`config.mk`:
```
export PLATFORM = sky130hd
export DESIGN_NAME = lsu_mem_stage
export DESIGN_NICKNAME = d
export VERILOG_FILES = /design/src/rtl/lsu_mem_stage.sv
export SDC_FILE = /design/constraint.sdc
export NUM_CORES = 1
export LEC_CHECK = 0
export CAP_MARGIN = 20
export CORE_MARGIN = 5
export CORE_UTILIZATION = 44
export DETAILED_ROUTE_END_ITERATION = 16
export HOLD_SLACK_MARGIN = 0.06
export PLACE_DENSITY_LB_ADDON = 0.05
export REMOVE_ABC_BUFFERS = 1
export SLEW_MARGIN = 20
export SYNTH_ARGS = -nofsm -noshare
export SYNTH_HDL_FRONTEND = slang
export SYNTH_SLANG_ARGS = --single-unit
export TNS_END_PERCENT = 100
```
`constraint.sdc`:
```
create_clock -name clk -period 2.3 [get_ports clk]
set_input_delay 0.46 -clock clk [delete_from_list [all_inputs] [get_ports clk]]
set_output_delay 0.46 -clock clk [all_outputs]
set_load 0.02 [all_outputs]
```
`src/rtl/lsu_mem_stage.sv`:
```
// Memory-stage load/store unit: one bus access per instruction over a req/ack bus,
// with stall generation, alignment/funct3 fault detection, timeout and load formatting.
module lsu_mem_stage #(
    parameter int unsigned TIMEOUT_CYCLES = 255
) (
    input  logic        clk,
    input  logic        rst,
    input  logic        wr_en_M,
    input  logic        rd_en_M,
    input  logic [31:0] alu_out_M,
    input  logic [31:0] rdata2_M,
    input  logic [31:0] inst_M,
    output logic        mem_req,
    output logic        mem_we,
    output logic [31:0] mem_addr,
    output logic [31:0] mem_wdata,
    output logic [3:0]  mem_be,
    input  logic        mem_ack,
    input  logic [31:0] mem_rdata,
    output logic [31:0] load_data_M,
    output logic        stall_M,
    output logic        access_fault_M,
    output logic        bus_err_M
);

    typedef enum logic [1:0] {IDLE, BUSY, DONE} state_t;

    localparam logic [15:0] TIMER_LAST = 16'(TIMEOUT_CYCLES - 1);

    state_t      state, state_nxt;
    logic [15:0] timer;
    logic [2:0]  f3, ld_f3;
    logic [1:0]  ld_off;
    logic        access, f3_ok, aligned, legal;
    logic        launch, ack_hit, timeout;
    logic [31:0] wdata_nxt, fmt;
    logic [3:0]  be_nxt;
    logic [7:0]  byte_sel;
    logic [15:0] half_sel;
    logic        unused_inst;

    assign f3          = inst_M[14:12];
    assign access      = wr_en_M | rd_en_M;
    assign unused_inst = ^{inst_M[31:15], inst_M[11:0]};

    // Stores only allow 000..010; loads additionally allow the unsigned forms 100/101.
    always_comb begin
        f3_ok = 1'b0;
        case (f3)
            3'b000, 3'b001, 3'b010: f3_ok = 1'b1;
            3'b100, 3'b101:         f3_ok = ~wr_en_M;
            default:                f3_ok = 1'b0;
        endcase
        case (f3[1:0])
            2'b01:   aligned = ~alu_out_M[0];
            2'b10:   aligned = (alu_out_M[1:0] == 2'b00);
            default: aligned = 1'b1;
        endcase
        legal = f3_ok & aligned;
    end

    always_comb begin
        case (f3[1:0])
            2'b00: begin
                wdata_nxt = {4{rdata2_M[7:0]}};
                be_nxt    = 4'b0001 << alu_out_M[1:0];
            end
            2'b01: begin
                wdata_nxt = {2{rdata2_M[15:0]}};
                be_nxt    = alu_out_M[1] ? 4'b1100 : 4'b0011;
            end
            default: begin
                wdata_nxt = rdata2_M;
                be_nxt    = 4'b1111;
            end
        endcase
    end

    // Lane offset and funct3 are captured at launch so formatting never depends on M inputs.
    always_comb begin
        byte_sel = mem_rdata[{ld_off, 3'b000} +: 8];
        half_sel = ld_off[1] ? mem_rdata[31:16] : mem_rdata[15:0];
        case (ld_f3)
            3'b000:  fmt = {{24{byte_sel[7]}}, byte_sel};
            3'b001:  fmt = {{16{half_sel[15]}}, half_sel};
            3'b100:  fmt = {24'h0, byte_sel};
            3'b101:  fmt = {16'h0, half_sel};
            default: fmt = mem_rdata;
        endcase
    end

    always_ff @(posedge clk or negedge rst) begin
        if (!rst) state <= IDLE;
        else      state <= state_nxt;
    end

    always_comb begin
        state_nxt      = state;
        stall_M        = 1'b0;
        access_fault_M = 1'b0;
        launch         = 1'b0;
        ack_hit        = 1'b0;
        timeout        = 1'b0;
        case (state)
            IDLE: begin
                if (access) begin
                    if (!legal) begin
                        access_fault_M = 1'b1;
                    end else begin
                        launch    = 1'b1;
                        stall_M   = 1'b1;
                        state_nxt = BUSY;
                    end
                end
            end
            BUSY: begin
                stall_M = 1'b1;
                if (mem_ack) begin
                    ack_hit   = 1'b1;
                    state_nxt = DONE;
                end else if (timer == TIMER_LAST) begin
                    timeout   = 1'b1;
                    state_nxt = DONE;
                end
            end
            DONE:    state_nxt = IDLE;
            default: state_nxt = IDLE;
        endcase
    end

    always_ff @(posedge clk or negedge rst) begin
        if (!rst) begin
            mem_req     <= 1'b0;
            mem_we      <= 1'b0;
            mem_addr    <= '0;
            mem_wdata   <= '0;
            mem_be      <= '0;
            load_data_M <= '0;
            bus_err_M   <= 1'b0;
            timer       <= '0;
            ld_f3       <= '0;
            ld_off      <= '0;
        end else begin
            bus_err_M <= 1'b0;
            if (launch) begin
                mem_req   <= 1'b1;
                mem_we    <= wr_en_M;
                mem_addr  <= {alu_out_M[31:2], 2'b00};
                mem_wdata <= wdata_nxt;
                mem_be    <= wr_en_M ? be_nxt : 4'b1111;
                ld_f3     <= f3;
                ld_off    <= alu_out_M[1:0];
                timer     <= '0;
            end
            if (state == BUSY) begin
                timer <= timer + 16'd1;
                if (ack_hit) begin
                    mem_req <= 1'b0;
                    if (!mem_we) load_data_M <= fmt;
                end else if (timeout) begin
                    mem_req     <= 1'b0;
                    bus_err_M   <= 1'b1;
                    load_data_M <= '0;
                end
            end
        end
    end

endmodule

```
* Word level (Yosys, flattened, before mapping)
Index checks and enable logic that the tools add are counted.
Word-level totals: output and inout bits 105, flip-flop bits (word level) 124, ROM bits 0, logic and storage cells 81, memories kept 0, bits in latches 0, memory bits (writable) 0, input bits 133
Operators by class: $mul 0, divide/modulo/power cells 0, bitwise logic cells 4, reductions and logical operators 11, order comparisons 0, equality and inequality tests 15, muxes and demuxes 37, add/sub/neg operators 1, shift operators 2
Operators by type and width (count):
- $pmux 32 s4 | 1
- $mux 32 | 3
- $pmux 32 s2 | 1
- $mux 16 | 3
- $shiftx 32x6->8 | 1
- $mux 1 | 18
- $add 16x1->16 const B | 1
- $eq 16x8->1 const B | 1
- $eq 3x3->1 const B | 4
- $mux 2 | 4
- $mux 4 | 2
- $pmux 4 s2 | 1
- $eq 3x1->1 const B | 2
- $logic_not 2->1 | 3
- $logic_not 3->1 | 2
- $ne 2x2->1 const B | 3
- $pmux 1 s2 | 3
- $reduce_and 3->1 | 2
- $eq 2x1->1 const B | 2
- $pmux 2 s2 | 1
- $reduce_bool 2->1 | 2
- $shl 1x2->4 const A | 1
- $eq 3x2->1 const B | 1
- $ne 3x3->1 const B | 1
- other kinds (6) | 7

* Logic depth before layout (Yosys ltp)
Gate-level depths: netlist (run 1).
depth in word-level cells 11, depth in mapped cells 9, gate-level depth less buffers 6

* Worst setup path after synthesis (run 1)
Ideal clock, no wire load.
path type input to register, start input port inst_M[13], end register mem_wdata[2], setup time 0.125 ns, data arrival time 2.092 ns, required time 2.175 ns, path buffers 3, slack 0.083 ns, stages 9, cells stage by stage inv_1 ha_1 buf_2 nor2b_1 o311ai_2 or2_2 buf_2 buf_6 mux2_2
Between the ends: longest elaborated chain between the ends 7, elaborated cells between the ends (all ways) 15, classes of those cells 6 x eq/ne; 5 x mux; 1 x bitwise; 3 x reduce/logical
Ends and longest elaborated chain:
- start, declared | RTL line 12 | input logic [31:0] inst_M,
- $eq 3x1->1, or another cell as far along | RTL line 49 | case (f3)
- $reduce_or 3->1 or $reduce_or 2->1 (tied branches) | RTL line 49
- $pmux 1 s2 | RTL line 49
- $and 1x1->1 * | RTL line 59 | legal = f3_ok & aligned;
- $mux 1 * | RTL line 107 | if (!legal) begin
- $mux 1 * | RTL line 106 | if (access) begin
- $mux 1 * | RTL line 104 | case (state)
- end signal, assigned | RTL line 149 | mem_wdata <= wdata_nxt;
- end, declared | RTL line 16 | output logic [31:0] mem_wdata,
Mark *: on every way between the ends. The rest lies on a longest branch, timed or not. A chain may end at the register's enable or synchronous reset.

* Worst setup path in the final report (run 1)
start register timer[0], end register load_data_M[12]
Between the ends: longest elaborated chain between the ends 6
Ends and longest elaborated chain:
- start, declared | RTL line 31 | logic [15:0] timer;
- start signal, assigned | RTL line 156 | timer <= timer + 16'd1;
- $eq 16x8->1 | RTL line 121 | end else if (timer == TIMER_LAST) begin
- $mux 1 | RTL line 121
- $mux 1 | RTL line 118 | if (mem_ack) begin
- $mux 1 | RTL line 104
- $reduce_bool 2->1 (no line)
- $reduce_and 3->1 (no line)
- end signal, assigned | RTL line 159 | if (!mem_we) load_data_M <= fmt;
- end, declared | RTL line 20 | output logic [31:0] load_data_M,
Every way passes these cells.

==> metrics, run 1 <==
Seq cells post-synth=around 120; Rows=between 40 and 50; Synth top area share=about half; Ys Warns=0; worst-path maximum fanout=7; grt ovf=0; Clk pin slew, worst setup/hold paths=roughly 0.050 ns; fillers=just under 1000; DPL Wire Length=around 13 mm; routed vias=roughly 5300; Clock Latency Late Sink=approximately 0.42 ns; GRT Resource Usage Total=between 20% and 30%; Slew HR=56.5%; drt first pass iters=5; Die Y=127 um; Main synth FF type=dfrtp_1; Critical Path Start Type=flip-flop; Max Cap Viol=0; critical path data required time=around 2.6 ns; worst hold slack=0.398 ns; first-pass GRT wire length=28.7 mm; cell count after synthesis=approximately 520; CTS tree=built; # setup viols final=0; post-route minimum period=2.26 ns; Total Nets Final=approximately 900; status=completed; Routability Congestion=approximately 0.80; deepest clock path buffer count=2; post-layout instance area=9300 um2; Final TNS setup=0 ns; sequential-to-total area share from yosys stat=slightly above 50%; largest net degree at the start of global routing=approximately 40; ant diodes=0; total power per unit cell area=around 1200 nW/um2; die area=around 16000 um2; Worst Setup Path Type=reg -> reg; Top-Level Pins=approximately 240; Final ANT Viol Nets=0; core area=approximately 13000 um2; synthesized cell area=~6000 um2; Hold Violations, Final=0; drc violations=0; synth-to-layout area growth=55.7%; routed wire length=18.0 mm; unrepaired setup endpoints after global routing=yes; cts bufs inserted=17; share of cells above drive strength 1=around 22%; placed instance area=8520 um2; hold crit path type=in -> reg; Starting DRT DRC Count=approximately 460; Max Slew Vio Count=0; ys async rst share=100%; Setup crit end kind=flip-flop; post-route clock period utilization=~98%; Worst Tran Pin Value=0.652 ns; Peak supply drop=0.848 mV; number of flops mapped to enable cells by yosys=0; library cells used by synthesis=57; Synth area leaders=dfrtp_1 (52%), mux2_2 (11%), o21ai_0 (5.0%); width of the die=approximately 130 um; Leak Pwr=3.92 nW; initial antenna violation count=1; Clock Tree Root=clkbuf_16; CTS H-Tree Depth=4; FMAX=between 400 and 500 MHz; Num Clock Sinks=~120; post-DR vias/cell=between 5 and 6; port bufs=slightly above 200; Syn Area/Cell=approximately 12 um2; vias in the first global route=~5500; initial core utilization=44.9%; crit path DAT=2.56 ns; clk_skew=approximately 0.011 ns; Yosys top cell by area=dfrtp_1; Wirelength per Cell=19.0 um
==> synthesized netlist by cell type, drive strengths merged, types with 2 or more instances <==
cell type,count
a21o,2
a21oi,18
a221o,16
a22o,19
a2bb2oi,4
a311o,3
a31o,2
a31oi,2
a32o,8
and2,3
and3,2
buf,16
clkbuf,25
dfrtp,124
ha,5
inv,9
mux2,59
mux2i,15
nand2,18
nand2b,19
nand3,5
nand4,3
nor2,15
nor2b,8
nor3,6
nor3b,2
nor4,6
o211a,2
o211ai,2
o21ai,61
o22ai,5
o2bb2ai,4
o311a,4
o31ai,4
or2,4
xnor2,2
xor2,3
==> per-layer routing <==
metal	wire [um]	global-route usage, %	vias to the layer above
met5	13	0	-
met4	310	7.76	2
met3	1700	8.91	30
met2	8820	36.1	231
met1	7170	27.6	2577
li1	-	-	2430
==> flip-flops by register name (all words and copies together) (netlist names), 2 cells and up <==
name,cells
ld_f3,3
ld_off,2
load_data_M,32
mem_addr,30
mem_be,4
mem_wdata,32
state,2
timer,16
==> final cells by class <==
class                   count  area (um2)  share of cell area (%)
inverters                   9        33.8                   0.363
well taps                 176         220                    2.37
repair buffers            262        2610                    28.0
clock inverters            12         169                    1.82
flip-flops and latches    124        3100                    33.4
multi-input cells         346        2720                    29.3
clock buffers              20         447                    4.80
==> worst paths after layout <==
path / to / slack [ns] / startpoint / depth (start not counted)
min in group asynchronous: timer[3] / 0.57 / rst / 2
worst max-delay path: load_data_M[12] / 0.04 / timer[0] / 8
worst min register to register: load_data_M[0] / 0.49 / load_data_M[0] / 1
worst min-delay path: ld_f3[0] / 0.40 / inst_M[12] / 3
max in group asynchronous: mem_addr[17] / 1.08 / rst / 3
worst max register to register: load_data_M[12] / 0.04 / timer[0] / 8
==> power breakdown <==
part | internal [W] | switching, W
combinational | 0.00246 | 0.00231
clock | 0.00183 | 0.000952
sequential | 0.00301 | 0.000531
total | 0.00730 | 0.00379
==> what timing repair did <==
action                                 4_1_cts  5_1_grt
gates resized for setup                     19       12
setup buffers                                3        3
hold buffers                                 1        0
setup endpoints to repair                   18       32
gates cloned                                 0        3
endpoints found under the hold margin       31        0
pin swaps                                    1       20
==> per-stage QoR <==
stage	util, %	instances	setup slack, ns	power, W
floorplan	-	479	-1.05	0.00578
global placement	64.1	908	-0.659	0.00816
global route	70.0	949	-0.0454	0.0117
detailed placement	64.1	908	-0.696	0.00826
CTS	69.1	944	0.0186	0.0111
finish	70.0	949	0.0366	0.0111
==> worst max-delay path: stages (launching register included) <==
cell and delay [ns]:
dfrtp_1 0.38, inv_2 0.09, ha_4 0.12, or4b_4 0.48, nor4_4 0.37, o21ai_4 0.16
buf_12 0.20, buf_12 0.13, a32o_1 0.21
==> kinds of logic after synthesis <==
kind of cell	after synthesis	share of synthesized area, %
compound gates	162	19.6
xor+xnor	5	0.733
fa+ha+maj	5	1.05
buf+inv	50	3.79
flops	124	52.0
mux	74	13.6
other cells	1	0.0628
simple gates	98	9.20
==> cell usage in the layout, fill, tap and decap left out, types with 18 or more instances in the layout <==
| cell type | instances |
|---|---|
| nand2b_1 | 19 |
| nand2_1 | 18 |
| clkdlybuf4s50_1 | 200 |
| mux2_2 | 59 |
| o21ai_0 | 59 |
| clkbuf_16 | 19 |
| buf_4 | 46 |
| dfrtp_1 | 124 |
| a21oi_1 | 18 |
| a22o_1 | 19 |
(Power assumes the default switching activity.)
==> inputs of run 2 (changes only) <==
Settings changed: CELL_PAD_IN_SITES_DETAIL_PLACEMENT from default to 0, CELL_PAD_IN_SITES_GLOBAL_PLACEMENT from default to 1, CORE_UTILIZATION 44 to 33, GPL_ROUTABILITY_DRIVEN from default to 0.
==> run 2 against run 1 <==
Net effect: critical endpoint is now stall_M; critical path depth decreased by 1; sequential share of layout area about the same; non-clock buffer count stayed put; worst hold slack improved by 0.094 ns; largest cell class unchanged; cell count rose by 5.6%; clock skew about the same; global-route usage fell by 4.5 points; critical path type is now in -> out; combinational power decreased by 1%; core utilization fell by 18 points; register-to-register slack better by 0.09 ns; first-iteration DRC count is 43% lower.
==> metrics, run 2 (synthesis results as in run 1) <==
Critical Path Start Type=input port; ant diodes=0; Peak supply drop=between 0.5 and 0.6 mV; post-layout utilization of the core=51.9%; most frequent cells in the layout=clkdlybuf4s50_1 (199), dfrtp_1 (124), o21ai_0 (59), mux2_2 (59), buf_4 (47); initial antenna violation count=2; worst hold slack=between 0.4 and 0.5 ns; deepest clock path buffer count=2; routed wire length=around 19 mm; largest net degree at the start of global routing=58; Rows=between 40 and 50; width of the die=roughly 140 um; post-DR vias/cell=approximately 5.1; initial core utilization=33.4%; DPL Wire Length=~14 mm; Worst Setup Path Type=in -> out; biggest regs=load_data_M x32, mem_wdata x32, mem_addr x30; post-route minimum period=~2.2 ns; synth-to-layout area growth=55.6%; Max Slew Vio Count=0; drt first pass iters=4; Clock Latency Late Sink=a little over 0.4 ns; Die Y=between 100 and 150 um; leading cell type in the layout, fill and taps excluded=clkdlybuf4s50_1; worst-path maximum fanout=2; Slew HR=53.5%; Total Nets Final=~900; Wirelength per Cell=roughly 19 um; Starting DRT DRC Count=262; routed vias=about 5100; die area=roughly 21000 um2; Clk pin slew, worst setup/hold paths=approximately 0.060 ns; status=completed; drc violations=0; Leak Pwr=just under 4 nW; post-route clock period utilization=around 96%; Clock Tree Root=clkbuf_16; share of cells above drive strength 1=22.3%; FMAX=around 450 MHz; CTS H-Tree Depth=4; unrepaired setup endpoints after global routing=no; Hold Violations, Final=0; Top-Level Pins=238; first-pass GRT wire length=a little under 30 mm; critical path data required time=1.84 ns; post-layout instance area=approximately 9300 um2; Num Clock Sinks=124; placed instance area=around 8600 um2; Setup crit end kind=output pin; clk_skew=around 0.010 ns; Worst Tran Pin Value=between 0.6 and 0.7 ns; CTS tree=built; cts bufs inserted=17; Max Cap Viol=0; core area=17900 um2; total power per unit cell area=1170 nW/um2; port bufs=roughly 200; vias in the first global route=~5500; # setup viols final=0; crit path DAT=~1.8 ns; hold crit path type=reg -> reg; GRT Resource Usage Total=roughly 18%; Final ANT Viol Nets=0; grt ovf=0
-- run 2: cell count changes in the layout (fill, tap and decap cells not counted), sizes merged --
cell           delta
bufinv            -3
inv               +8
dlymetal6s2s      +1
clkbuf            -6
clkdlybuf4s15     +1
clkdlybuf4s50     -1
buf               +2
clkinv            -2
-- run 2: final cells by class --
cell class	instances	area (um2)
clock buffer	17	425
sequential	124	3100
multi-input combinational	346	2710
clock inverter	15	153
tap	229	287
timing repair buffer	262	2580
fill	1604	8610
inverter	9	33.8
-- run 2: critical path, stage by stage --
cell             delay (ns)
clkdlybuf4s15_1        0.22
ha_2                   0.20
nor3b_2                0.15
buf_4                  0.15
o311ai_4               0.35
o21ai_4                0.09
buf_6                  0.14
-- run 2: layer usage --
metal / GRT usage, % / vias to the layer above / share of wire, %
li1: - / 2426 / -
met1: 22.2 / 2552 / 43
met2: 28.8 / 142 / 48
met3: 7.44 / 13 / 8.6
met4: 5.20 / 4 / 0.68
met5: 0 / - / 0.10
-- run 2: final timing paths --
kind | slack [ns] | startpoint | endpoint | cells after the start
max in group asynchronous | 1.08 | rst | mem_addr[11] | 3
min in group asynchronous | 0.54 | rst | timer[15] | 2
setup reg to reg | 0.13 | timer[0] | load_data_M[23] | 7
hold reg to reg | 0.49 | load_data_M[13] | load_data_M[13] | 1
setup / recovery | 0.09 | inst_M[13] | stall_M | 7
hold / removal | 0.49 | load_data_M[13] | load_data_M[13] | 1
-- run 2: metrics by stage --
stage / total power [W] / setup slack (ns) / TNS, ns / std cells
final: 0.0109 / 0.0853 / 0 / 1002
after global routing: 0.0115 / 0.00129 / 0 / 1002
after CTS: 0.0110 / 0.0246 / 0 / 1002
after detailed placement: 0.00832 / -0.909 / -46.99 / 966
after global placement: 0.00825 / -0.816 / -38.91 / 966
after floorplan: 0.00578 / -1.05 / -62.67 / 479
-- run 2: what timing repair did --
item | CTS | global route
setup buffers | 3 | 0
resized for setup | 21 | 10
endpoints found under the hold margin | 30 | 0
hold buffers | 1 | 0
endpoints found under the setup margin | 60 | 32
pin swaps | 2 | 2
-- run 2: power by group --
group	leakage, nW	switching (W)	internal (W)
clock	0.279	0.00110	0.00153
combinational	2.07	0.00227	0.00243
sequential	1.54	0.000549	0.00301
